## src/rtl/display_pkg.sv

```systemverilog
// Shared types and constants for the two-digit multiplexed 7-segment display.
// Segment patterns are active-high {g,f,e,d,c,b,a}; pin polarity is applied by the driver.
package display_pkg;

    typedef enum logic [1:0] {
        LEFT_ON  = 2'd0,
        DEAD_L2R = 2'd1,
        RIGHT_ON = 2'd2,
        DEAD_R2L = 2'd3
    } disp_state_t;

    localparam logic [6:0] SEG_BLANK = 7'h00;

    // Index 15 is leftmost: F, E, d, C, b, A, 9, 8, 7, 6, 5, 4, 3, 2, 1, 0
    localparam logic [15:0][6:0] HEX_SEG_TABLE = {
        7'h71, 7'h79, 7'h5E, 7'h39, 7'h7C, 7'h77, 7'h6F, 7'h7F,
        7'h07, 7'h7D, 7'h6D, 7'h66, 7'h4F, 7'h5B, 7'h06, 7'h3F
    };

    function automatic logic [6:0] hex_to_seg(input logic [3:0] hex);
        return HEX_SEG_TABLE[hex];
    endfunction

endpackage

```

## src/rtl/dual_seven_seg_driver_if.sv

```systemverilog
// Digit-load and display-pin bundle between the keypad path and the display driver.
interface dual_seven_seg_driver_if;
    logic [3:0] left_digit;
    logic [3:0] right_digit;
    logic       load;
    logic [6:0] seg;
    logic [1:0] anode;
    logic       frame_done;

    modport master (
        output left_digit, right_digit, load,
        input  seg, anode, frame_done
    );

    modport slave (
        input  left_digit, right_digit, load,
        output seg, anode, frame_done
    );
endinterface

```

## src/rtl/seven_seg_encoder.sv

```systemverilog
// Combinational hex digit to active-high 7-segment pattern.
module seven_seg_encoder
    import display_pkg::*;
(
    input  logic [3:0] hex,
    output logic [6:0] seg_ah
);
    assign seg_ah = hex_to_seg(hex);
endmodule

```

## src/rtl/dual_seven_seg_driver.sv

```systemverilog
// Two-digit time-multiplexed 7-segment driver with blanking between digits.
// New digits are staged in pending registers and only reach the display at frame start.
module dual_seven_seg_driver
    import display_pkg::*;
#(
    parameter int REFRESH_DIV      = 48000,
    parameter int DEAD_CYCLES      = 480,
    parameter bit SEG_ACTIVE_LOW   = 1'b1,
    parameter bit ANODE_ACTIVE_LOW = 1'b1
) (
    input  logic                     clk,
    input  logic                     reset,
    dual_seven_seg_driver_if.slave   disp
);
    localparam int MAX_N = (REFRESH_DIV > DEAD_CYCLES) ? REFRESH_DIV : DEAD_CYCLES;
    localparam int CNT_W = $clog2(MAX_N);

    localparam logic [CNT_W-1:0] ON_LAST   = CNT_W'(REFRESH_DIV - 1);
    localparam logic [CNT_W-1:0] DEAD_LAST = CNT_W'(DEAD_CYCLES - 1);

    localparam logic [1:0] ANODE_OFF   = ANODE_ACTIVE_LOW ? 2'b11 : 2'b00;
    localparam logic [1:0] ANODE_LEFT  = ANODE_ACTIVE_LOW ? 2'b01 : 2'b10;
    localparam logic [1:0] ANODE_RIGHT = ANODE_ACTIVE_LOW ? 2'b10 : 2'b01;
    localparam logic [6:0] SEG_MASK    = SEG_ACTIVE_LOW ? 7'h7F : 7'h00;

    disp_state_t      state, state_nxt;
    logic [CNT_W-1:0] cnt, cnt_nxt;
    logic             last;
    logic             frame_start;

    logic [3:0] shadow_left, shadow_right;
    logic [3:0] shadow_left_nxt, shadow_right_nxt;
    logic [3:0] pend_left, pend_right;
    logic       pend_valid;

    logic [3:0] enc_in;
    logic [6:0] enc_seg;

    logic [1:0] anode_nxt, anode_q;
    logic [6:0] seg_nxt, seg_q;
    logic       frame_done_nxt, frame_done_q;

    always_ff @(posedge clk) begin
        if (reset) begin
            state <= DEAD_R2L;
            cnt   <= '0;
        end else begin
            state <= state_nxt;
            cnt   <= cnt_nxt;
        end
    end

    always_comb begin
        state_nxt = state;
        cnt_nxt   = cnt + CNT_W'(1);
        last      = (state == LEFT_ON || state == RIGHT_ON) ? (cnt == ON_LAST)
                                                            : (cnt == DEAD_LAST);
        if (last) begin
            cnt_nxt = '0;
            case (state)
                LEFT_ON:  state_nxt = DEAD_L2R;
                DEAD_L2R: state_nxt = RIGHT_ON;
                RIGHT_ON: state_nxt = DEAD_R2L;
                DEAD_R2L: state_nxt = LEFT_ON;
                default:  state_nxt = DEAD_R2L;
            endcase
        end
    end

    assign frame_start = (state == DEAD_R2L) && last;

    // A load on the frame-start edge takes priority over anything already pending.
    always_comb begin
        shadow_left_nxt  = shadow_left;
        shadow_right_nxt = shadow_right;
        if (frame_start) begin
            if (disp.load) begin
                shadow_left_nxt  = disp.left_digit;
                shadow_right_nxt = disp.right_digit;
            end else if (pend_valid) begin
                shadow_left_nxt  = pend_left;
                shadow_right_nxt = pend_right;
            end
        end
    end

    always_ff @(posedge clk) begin
        if (reset) begin
            shadow_left  <= '0;
            shadow_right <= '0;
            pend_left    <= '0;
            pend_right   <= '0;
            pend_valid   <= 1'b0;
        end else begin
            shadow_left  <= shadow_left_nxt;
            shadow_right <= shadow_right_nxt;
            if (disp.load) begin
                pend_left  <= disp.left_digit;
                pend_right <= disp.right_digit;
            end
            if (frame_start)
                pend_valid <= 1'b0;
            else if (disp.load)
                pend_valid <= 1'b1;
        end
    end

    assign enc_in = (state_nxt == RIGHT_ON) ? shadow_right_nxt : shadow_left_nxt;

    seven_seg_encoder u_enc (
        .hex    (enc_in),
        .seg_ah (enc_seg)
    );

    // Pins are derived from the next state so anode and seg switch on the same edge.
    always_comb begin
        anode_nxt      = ANODE_OFF;
        seg_nxt        = SEG_BLANK ^ SEG_MASK;
        frame_done_nxt = frame_start;
        case (state_nxt)
            LEFT_ON: begin
                anode_nxt = ANODE_LEFT;
                seg_nxt   = enc_seg ^ SEG_MASK;
            end
            RIGHT_ON: begin
                anode_nxt = ANODE_RIGHT;
                seg_nxt   = enc_seg ^ SEG_MASK;
            end
            default: begin
                anode_nxt = ANODE_OFF;
                seg_nxt   = SEG_BLANK ^ SEG_MASK;
            end
        endcase
    end

    always_ff @(posedge clk) begin
        if (reset) begin
            anode_q      <= ANODE_OFF;
            seg_q        <= SEG_BLANK ^ SEG_MASK;
            frame_done_q <= 1'b0;
        end else begin
            anode_q      <= anode_nxt;
            seg_q        <= seg_nxt;
            frame_done_q <= frame_done_nxt;
        end
    end

    assign disp.anode      = anode_q;
    assign disp.seg        = seg_q;
    assign disp.frame_done = frame_done_q;

endmodule

```

## src/flat_wrapper.sv

```systemverilog
// flat-port wrapper written by rule: the top's interface ports become plain ports
module dual_seven_seg_driver_flat import display_pkg::*;
#(
    parameter int REFRESH_DIV      = 48000,
    parameter int DEAD_CYCLES      = 480,
    parameter bit SEG_ACTIVE_LOW   = 1'b1,
    parameter bit ANODE_ACTIVE_LOW = 1'b1
)
  (clk, reset, disp_left_digit, disp_right_digit, disp_load, disp_seg, disp_anode, disp_frame_done);
  dual_seven_seg_driver_if disp_i ();
  input  logic clk;
  input  logic reset;
  input wire logic [$bits(disp_i.left_digit)-1:0] disp_left_digit;
  input wire logic [$bits(disp_i.right_digit)-1:0] disp_right_digit;
  input wire logic [$bits(disp_i.load)-1:0] disp_load;
  output wire logic [$bits(disp_i.seg)-1:0] disp_seg;
  output wire logic [$bits(disp_i.anode)-1:0] disp_anode;
  output wire logic [$bits(disp_i.frame_done)-1:0] disp_frame_done;
  assign disp_i.left_digit = disp_left_digit;
  assign disp_i.right_digit = disp_right_digit;
  assign disp_i.load = disp_load;
  assign disp_seg = disp_i.seg;
  assign disp_anode = disp_i.anode;
  assign disp_frame_done = disp_i.frame_done;
  dual_seven_seg_driver #(.REFRESH_DIV(REFRESH_DIV), .DEAD_CYCLES(DEAD_CYCLES), .SEG_ACTIVE_LOW(SEG_ACTIVE_LOW), .ANODE_ACTIVE_LOW(ANODE_ACTIVE_LOW)) u_core (.clk(clk), .reset(reset), .disp(disp_i));
endmodule
```

## config.mk

```make
export PLATFORM = sky130hd
export DESIGN_NAME = dual_seven_seg_driver_flat
export DESIGN_NICKNAME = d
export VERILOG_FILES = /design/src/rtl/display_pkg.sv /design/src/rtl/dual_seven_seg_driver_if.sv /design/src/rtl/seven_seg_encoder.sv /design/src/rtl/dual_seven_seg_driver.sv /design/src/flat_wrapper.sv
export SDC_FILE = /design/constraint.sdc
export NUM_CORES = 1
export LEC_CHECK = 0
export ABC_AREA = 1
export ABC_CLOCK_PERIOD_IN_PS = 2600
export BUFFER_PORTS_ARGS = -buffer_cell sky130_fd_sc_hd__buf_4
export CAP_MARGIN = 0
export CORE_MARGIN = 2
export CORE_UTILIZATION = 46
export DETAILED_ROUTE_END_ITERATION = 12
export PLACE_DENSITY_LB_ADDON = 0.3
export REMOVE_ABC_BUFFERS = 1
export SLEW_MARGIN = 20
export SYNTH_ARGS = -nofsm -noshare
export SYNTH_HDL_FRONTEND = slang
export SYNTH_SLANG_ARGS = --single-unit
```

## constraint.sdc

```tcl
create_clock -name clk -period 2.6 [get_ports clk]
set_input_delay 0.26 -clock clk [delete_from_list [all_inputs] [get_ports clk]]
set_output_delay 0.26 -clock clk [all_outputs]
set_load 0.01 [all_outputs]
```

==> metrics <==
leakage 1.31 nW; CTS tree built; PwrDens 439 mW/mm2; pin count of the biggest net entering global routing 20; CP max FO 7; Vias 2,153; Finish-stage setup viols 0; busiest layer in global routing met2; die width 77.5 um; Yosys reg bits 45; clock buffer depth 2; CTS Buf Count 5; die height 77.5 um; fraction of layout cells with a size suffix above 1 19.6%; Setup Buffers After CTS 0; Psw 0.271 mW; clock power share 38.2%; # IOs 21; combinational share of power 4.5%; CTS root buf clkbuf_8; Slew Limit Fails 0; Final Critical Period 2360 ps; Total Neg Setup Slack 0 ps; period utilisation layout 90.7%; hpwl dp 3700 um; area of the multi-input gates 0.00142 mm2; vias in the first global route 1,957; Initial Util 48.1%; Cell Area, Placed 0.00270 mm2; Hold Vio Cnt, Final 0; Final ANT Viol Nets 0; total routed wirelength 4790 um; Final Wtd Congestion 0.887; Area growth syn-to-layout 12.9%; Worst slew margin 63.9%; GR Util met1 23.4%; Vias/cell 4.81; Yosys Warn Count 0; die area 0.00601 mm2; Hold Path Class in2reg; 1st-pass router iterations 4; first-pass GRT wire length 8500 um; WS Path Type reg2reg; sequential fraction of the synthesis area 36.2%; status finished clean; register share of total power 57.3%; Sw Share 22.0%; grt met2 use 27.0%; Clock Pin Slew Worst Setup and Hold Paths 80 ps; post-route design area 0.00281 mm2; CP endpoint kind flop; GRT Overall Usage 17.1%; post-synth top area share 36.2%; Core ar. 0.00517 mm2; Clk Latency, worst-skew pair 300 ps; Achievable Freq 424 MHz; startpoint types flop; n_diodes 0; P_int 0.963 mW; Filler cells 523; H-Tree Depth 2; final net count 398; Sequential Area 902 um2; GR Overflow Total 0; area leader, netlist dfxtp_1; Synth Cell Area 0.00249 mm2; initial drt markers 124; Max rail drop VDD 0.280 mV; # rows 26; Netlist cell types 31; M3 GR Usage 3.72%; top post-synthesis cells by area dfxtp_1 (36%), nand2_1 (15%), nor2_1 (6.5%), ha_1 (5.0%), nand2_2 (5.0%); routed length per placed instance 10.7 um; mean post-synth cell area 7.01 um2; Critical Path AT 2560 ps; Cells after Synth 355; Slew @ Worst Pin 540 ps; Setup Skew 4.91 ps; clk sinks 45; port buffer count 20; initial antenna violation count 0; Required @ worst endpoint 2800 ps; maxcap violations 0; DRC 0; RSZ-0062 raised after global routing no
## layout make-up
| type | count | share of cell area [%] |
|---|---|---|
| clock buffers | 7 | 3.43 |
| clock inverters | 1 | 0.178 |
| inverters | 37 | 4.94 |
| multi-input cells | 267 | 50.6 |
| flip-flops and latches | 45 | 32.1 |
| well taps | 70 | 3.12 |
| repair buffers | 21 | 5.61 |
## power by group through the flow
| stage | sequential [mW] | clock, mW | combinational (mW) |
|---|---|---|---|
| final | 0.707 | 0.471 | 0.0561 |
| after floorplan | 0.722 | 0 | 0.0305 |
| after global placement | 0.723 | 0 | 0.0551 |
| after detailed placement | 0.723 | 0 | 0.0560 |
| after CTS | 0.707 | 0.489 | 0.0561 |
| after global routing | 0.708 | 0.521 | 0.0652 |
## cells in the final DEF, fill, tap and decap left out, drive strengths merged
master  instances
xnor2           1
or2             1
nand3b          2
a21oi          19
clkinv          2
nand3          28
nor3            4
nor2           49
clkbuf          7
nor4            1
nand2         125
xor2            5
buf            21
ha             10
nor3b           3
dfxtp          45
inv            36
and3            1
o21ai           8
a31oi           3
a21boi          2
nand4           5
## logic make-up after synthesis
logic type               after synthesis  share of synthesized area [%]
buffers and inverters                 43                           6.94
flip-flops                            45                           36.2
adder cells (fa/ha/maj)               10                           5.03
AND/OR/NAND/NOR                      219                           42.9
AO/OA/AOI/OAI                         32                           6.79
XOR/XNOR                               6                           2.11
## registers in the layout (all words and copies together) (netlist names)
register,count
u_core.pend_right,4
u_core.disp.anode,2
u_core.pend_left,4
u_core.disp.frame_done,1
u_core.shadow_left,4
u_core.state,2
u_core.shadow_right,4
u_core.cnt,16
u_core.disp.seg,7
u_core.pend_valid,1
## repair_timing
action / CTS / global route
hold buffers: 0 / 0
setup endpoints to repair: 0 / 7
resized for setup: 0 / 5
## per-stage QoR
step	hold slack, ps	utilization (%)	total power [mW]	setup slack (ps)	cells
after floorplan	329	-	0.752	412	349
after global placement	431	52.2	0.778	165	440
after detailed placement	443	52.2	0.779	96.6	440
after CTS	230	54.1	1.25	72.3	448
after global routing	235	54.3	1.30	16.5	448
final	237	54.3	1.23	243	448
## worst paths after layout
check / start / endpoint / slack, ps / cells past startpoint
worst max register to register: u_core.cnt[10] / u_core.disp.seg[1] / 240 / 17
worst min-delay path: disp_left_digit[0] / u_core.pend_left[0] / 240 / 3
worst max-delay path: u_core.cnt[10] / u_core.disp.seg[1] / 240 / 17
worst min register to register: u_core.cnt[0] / u_core.cnt[0] / 460 / 1
## Yosys cell counts, drive strengths merged
master / number
a31oi: 3
a21oi: 19
clkinv: 1
nor3b: 3
nor4: 1
nor2: 49
ha: 10
o21ai: 8
inv: 36
and3: 1
xor2: 5
xnor2: 1
nand3b: 2
nor3: 4
a21boi: 2
or2: 1
nand3: 28
dfxtp: 45
clkbuf: 2
nand2: 125
buf: 4
nand4: 5
## critical path, stage by stage (launching register included)
cell	delay (ps)
dfxtp_1	320
inv_1	100
nand2_1	60
nor2_1	140
nand2_1	160
nor2_8	210
nand2_2	100
nand2_1	80
nand2_2	100
nor2_8	150
nand2_2	60
nand2_2	100
inv_2	80
ha_1	300
nand3_1	110
nor2_1	50
nor2_1	80
nand2_1	50
## routing by layer
layer | wire length [um] | up-vias | part of all wire (%)
met5 | 0 | - | 0
li1 | - | 1174 | -
met2 | 2150 | 40 | 45
met1 | 2440 | 935 | 51
met3 | 173 | 4 | 3.6
met4 | 29 | 0 | 0.61
(Power assumes the default switching activity.)
